**config.mk**
```make
export PLATFORM = sky130hd
export DESIGN_NAME = usb_rx_decoder
export DESIGN_NICKNAME = d
export VERILOG_FILES = /design/src/rtl/usb_rx_decoder.sv
export SDC_FILE = /design/constraint.sdc
export NUM_CORES = 1
export LEC_CHECK = 0
export CORE_ASPECT_RATIO = 0.7
export CORE_MARGIN = 4
export CORE_UTILIZATION = 40
export CTS_BUF_LIST = sky130_fd_sc_hd__clkbuf_4 sky130_fd_sc_hd__clkbuf_8 sky130_fd_sc_hd__clkbuf_16
export DETAILED_ROUTE_END_ITERATION = 6
export GPL_ROUTABILITY_DRIVEN = 0
export HOLD_SLACK_MARGIN = 0.12
export SETUP_SLACK_MARGIN = 0.3
export SYNTH_ARGS = -nofsm -noshare
export SYNTH_HDL_FRONTEND = slang
export SYNTH_SLANG_ARGS = --single-unit
```
**constraint.sdc**
```tcl
create_clock -name clk -period 2.44 [get_ports clk]
set_input_delay 0.366 -clock clk [delete_from_list [all_inputs] [get_ports clk]]
set_output_delay 0.366 -clock clk [all_outputs]
set_load 0.05 [all_outputs]
```
**src/rtl/usb_rx_decoder.sv**
```systemverilog
// Low-speed USB receive decoder: SYNC detect, NRZI decode, bit unstuffing,
// LSB-first byte assembly and EOP detection, advanced one recovered bit per strobe.

package types;
  typedef enum logic [1:0] {
    SE0 = 2'b00,
    J   = 2'b01,
    K   = 2'b10,
    SE1 = 2'b11
  } d_port_t;
endpackage

// Handshake: rx_valid is a one-clk qualifier for rx_data with no ready/backpressure;
// the packet layer must take the byte in the cycle rx_valid is high.
module usb_rx_decoder #(
  parameter int SYNC_MIN_ZEROS = 4,
  parameter int STUFF_LEN      = 6
) (
  input  logic          clk,
  input  logic          reset,
  input  logic          strobe,
  input  types::d_port_t q,
  output logic [7:0]    rx_data,
  output logic          rx_valid,
  output logic          rx_active,
  output logic          rx_error,
  output logic          eop,
  output logic [2:0]    dbg_state
);
  import types::*;

  typedef enum logic [2:0] {
    S_IDLE  = 3'd0,
    S_SYNC  = 3'd1,
    S_DATA  = 3'd2,
    S_EOP   = 3'd3,
    S_ABORT = 3'd4
  } state_t;

  localparam int OW = $clog2(STUFF_LEN + 1);
  localparam logic [OW-1:0] STUFF_CNT = STUFF_LEN[OW-1:0];
  localparam logic [2:0]    ZMIN      = SYNC_MIN_ZEROS[2:0];

  state_t        state, state_n;
  d_port_t       prev, prev_n;
  logic [2:0]    zcnt, zcnt_n;
  logic [OW-1:0] ones, ones_n;
  logic [2:0]    bcnt, bcnt_n;
  logic [7:0]    sr, sr_n;
  logic          abort_se0, abort_se0_n;
  logic [7:0]    rx_data_n;
  logic          rx_valid_n, rx_active_n, rx_error_n, eop_n;

  logic       is_jk;
  logic       bit_d;
  logic [7:0] shifted;

  assign is_jk     = (q == J) || (q == K);
  assign bit_d     = (q == prev);
  assign shifted   = {bit_d, sr[7:1]};
  assign dbg_state = state;

  always_ff @(posedge clk) begin
    if (reset) begin
      state     <= S_IDLE;
      prev      <= J;
      zcnt      <= '0;
      ones      <= '0;
      bcnt      <= '0;
      sr        <= '0;
      abort_se0 <= 1'b0;
      rx_data   <= 8'h00;
      rx_valid  <= 1'b0;
      rx_active <= 1'b0;
      rx_error  <= 1'b0;
      eop       <= 1'b0;
    end else begin
      state     <= state_n;
      prev      <= prev_n;
      zcnt      <= zcnt_n;
      ones      <= ones_n;
      bcnt      <= bcnt_n;
      sr        <= sr_n;
      abort_se0 <= abort_se0_n;
      rx_data   <= rx_data_n;
      rx_valid  <= rx_valid_n;
      rx_active <= rx_active_n;
      rx_error  <= rx_error_n;
      eop       <= eop_n;
    end
  end

  always_comb begin
    state_n     = state;
    prev_n      = prev;
    zcnt_n      = zcnt;
    ones_n      = ones;
    bcnt_n      = bcnt;
    sr_n        = sr;
    abort_se0_n = abort_se0;
    rx_data_n   = rx_data;
    rx_active_n = rx_active;
    rx_valid_n  = 1'b0;
    rx_error_n  = 1'b0;
    eop_n       = 1'b0;

    if (strobe) begin
      if (is_jk) prev_n = q;
      case (state)
        S_IDLE: begin
          if (q == K) begin
            zcnt_n  = 3'd1;
            state_n = S_SYNC;
          end
        end
        S_SYNC: begin
          if (!is_jk) begin
            state_n = S_IDLE;
          end else if (!bit_d) begin
            if (zcnt != 3'd7) zcnt_n = zcnt + 3'd1;
          end else if (zcnt >= ZMIN) begin
            state_n     = S_DATA;
            rx_active_n = 1'b1;
            bcnt_n      = '0;
            ones_n      = '0;
          end else begin
            state_n = S_IDLE;
          end
        end
        S_DATA: begin
          case (q)
            SE0: begin
              state_n    = S_EOP;
              rx_error_n = (bcnt != 3'd0);
              bcnt_n     = '0;
            end
            SE1: begin
              rx_error_n  = 1'b1;
              state_n     = S_ABORT;
              abort_se0_n = 1'b0;
            end
            default: begin
              // After STUFF_LEN ones the next bit must be a stuffed 0, never data.
              if (ones == STUFF_CNT) begin
                if (bit_d) begin
                  rx_error_n  = 1'b1;
                  state_n     = S_ABORT;
                  abort_se0_n = 1'b0;
                end else begin
                  ones_n = '0;
                end
              end else begin
                sr_n   = shifted;
                ones_n = bit_d ? ones + 1'b1 : '0;
                if (bcnt == 3'd7) begin
                  rx_data_n  = shifted;
                  rx_valid_n = 1'b1;
                  bcnt_n     = '0;
                end else begin
                  bcnt_n = bcnt + 3'd1;
                end
              end
            end
          endcase
        end
        S_EOP: begin
          if (q == J) begin
            eop_n       = 1'b1;
            rx_active_n = 1'b0;
            state_n     = S_IDLE;
          end else if (q != SE0) begin
            rx_error_n  = 1'b1;
            state_n     = S_ABORT;
            abort_se0_n = 1'b0;
          end
        end
        S_ABORT: begin
          // Leave only on an SE0 directly followed by J, without flagging eop.
          if (q == SE0) begin
            abort_se0_n = 1'b1;
          end else if (q == J && abort_se0) begin
            rx_active_n = 1'b0;
            abort_se0_n = 1'b0;
            state_n     = S_IDLE;
          end else begin
            abort_se0_n = 1'b0;
          end
        end
        default: state_n = S_IDLE;
      endcase
    end
  end

endmodule

```
==> results.sh <==
export IMPL_status="complete, no violations"
export IMPL_rsz0062_at_grt="no"
export IMPL_first_global_vias=1511
export IMPL_layout_commonest_cell="dfxtp_1"
export IMPL_cts_buffers=5
export IMPL_postRouteAntennaNets=0
export IMPL_final_layout_size_suffix_gt1_share_pct=21.7
export IMPL_post_dp_cell_area_sq_um=2340
export IMPL_crit_path_start_kind="input port"
export IMPL_cap_violations=0
export IMPL_die_h_microns=66.4
export IMPL_drt_pass1_iterations=5
export IMPL_hpwlAfterDp_microns=3240
export IMPL_hp_class="reg2reg"
export IMPL_crit_type="in2reg"
export IMPL_grt_max_degree=16
export IMPL_avgSynthCellArea_sq_um=9.33
export IMPL_wl_met1_microns=2370
export IMPL_synth_seq_area_share_pct=34.9
export IMPL_dr_wl_met2_microns=1750
export IMPL_hold_ws_ps=462
export IMPL_htreeDepth=2
export IMPL_slew_headroom_pct=63.4
export IMPL_powerDensity_nw_per_um2=602
export IMPL_vias=1596
export IMPL_maxUsedRoutingLayer="met4"
export IMPL_wl_per_cell_microns=13.8
export IMPL_fin_worst_skew_ps=4.14
export IMPL_syn_to_final_growth_pct=28.5
export IMPL_fin_area_sq_um=2510
export IMPL_cts_tree="yes"
export IMPL_drt_initial_drc_count=85
export IMPL_portBuffers=19
export IMPL_final_hold_violation_count=0
export IMPL_finalWirelength_microns=4350
export IMPL_p_leak_nw=1.01
export IMPL_cts_sinks=34
export IMPL_grt_usage_pct=15.7
export IMPL_synth_edff_count=0
export IMPL_synth_nets=226
export IMPL_async_flop_share_pct=0
export IMPL_antenna_found_initial=0
export IMPL_clock_path_buffers=2
export IMPL_num_io_pins=20
export IMPL_cp_max_fo=5
export IMPL_worstPathArrival_ps=2220
export IMPL_clk_latency_ps=290
export IMPL_setup_tns_ps=0
export IMPL_setup_violations=0
export IMPL_core_area_sq_um=4530
export IMPL_fmax_mhz=492
export IMPL_drc=0
export IMPL_nets=265
export IMPL_synth_flop_cell="dfxtp_1"
export IMPL_num_fill_cells=407
export IMPL_endpoint_kind="register"
export IMPL_clk_pin_slew_worst_paths_ps=80
export IMPL_initial_core_util_pct=43.1
export IMPL_vias_per_cell=5.07
export IMPL_required_ps=2630
export IMPL_met3WireLength_microns=186
export IMPL_grt_ovfl_total=0
export IMPL_grt_pass1_wl_microns=7410
export IMPL_antenna_cells=0
export IMPL_syn_inst=209
export IMPL_cts_root_buffer="clkbuf_8"
export IMPL_period_share_pct=83.3
export IMPL_worstMarginPinSlew_ps=547
export IMPL_min_period_ps=2030
export IMPL_ir_worst_vdd_mv=0.312
export IMPL_die_w_microns=91.5
export IMPL_ys_seq_elements=34
export IMPL_ys_types=52
export IMPL_synth_area_sq_um=1950
export IMPL_postCtsSetupBuffers=0
export IMPL_std_cell_rows=20
export IMPL_yosysWarnings=0
export IMPL_finalMaxSlewViolations=0
export IMPL_die_area_sq_um=6080
export IMPL_layout_common_cells="dfxtp_1, nor2_1, buf_4"
flip-flops by register name, summed over array words and instances, names as in the netlist:
register,cells
prev,2
eop,1
abort_se0,1
bcnt,3
rx_valid,1
rx_data,8
rx_error,1
ones,3
zcnt,3
sr,7
rx_active,1
dbg_state,3
power breakdown:
group	leakage, nW	switching [mW]	internal (mW)
Sequential	0.275	0.0254	0.566
Clock	0.0683	0.222	0.409
Combinational	0.670	0.165	0.120
cells in the mapped netlist (3+ instances only):
library cell,n,area [sq um]
o21ai_0,5,25.0
nor2_1,32,120
clkbuf_1,6,22.5
or3_1,3,18.8
inv_1,11,41.3
nand2_1,14,52.6
a21oi_1,8,40.0
mux2i_1,22,220
ha_1,12,150
nand3_1,3,15.0
dfxtp_1,34,681
o2111ai_1,3,26.3
nand2b_1,4,25.0
nor3_1,5,25.0
routing by layer:
metal,GRT usage (%),vias to the layer above
li1,-,820
met1,22.3,739
met2,22.5,31
met3,4.10,6
met4,5.83,0
met5,0,-
cell type report:
| cell class | instances | area (sq um) | area share (%) |
|---|---|---|---|
| tap | 66 | 82.6 | 3.30 |
| inverter | 12 | 45.0 | 1.80 |
| clock inverter | 3 | 68.8 | 2.75 |
| multi-input combinational | 152 | 1190 | 47.5 |
| clock buffer | 5 | 68.8 | 2.75 |
| sequential | 34 | 682 | 27.2 |
| timing repair buffer | 43 | 368 | 14.7 |
what timing repair did:
item                       4_1_cts  5_1_grt
resized for setup                2        7
hold buffers                     0        0
setup endpoints to repair        2        3
metrics by stage:
step	utilization [%]	worst slack [ps]	cells	power [mW]
after detailed placement	51.7	84.1	307	0.883
after CTS	54.7	389	315	1.52
after floorplan	-	478	209	0.792
after global routing	55.3	297	315	1.59
final	55.3	406	315	1.51
after global placement	51.7	90.6	307	0.883
worst max-delay path, cell delays in order:
cell and delay, ps:
clkdlybuf4s50_1 470, inv_1 100, ha_2 230, or4_4 530
a221oi_4 260, mux2i_1 210, nor2_1 50
kinds of logic (layout without fill, tap and decap cells):
group	after synthesis	after routing	synth area share [%]
and+or+nand+nor	79	79	23.1
DFF	34	34	34.9
AOI/OAI and AO/OA	33	33	13.6
muxes	24	24	12.6
buffers and inverters	23	63	5.52
adders and majority gates	12	12	7.70
xor gates and xnor gates	4	4	2.57
worst paths after layout:
check | startpoint | end | slack, ps | cells past startpoint
hold reg to reg | zcnt[1] | zcnt[1] | 460 | 2
setup reg to reg | dbg_state[0] | bcnt[1] | 470 | 6
setup / recovery | q[0] | rx_active | 410 | 7
hold / removal | zcnt[1] | zcnt[1] | 460 | 2
No activity file was read; power rests on OpenSTA's default activity.
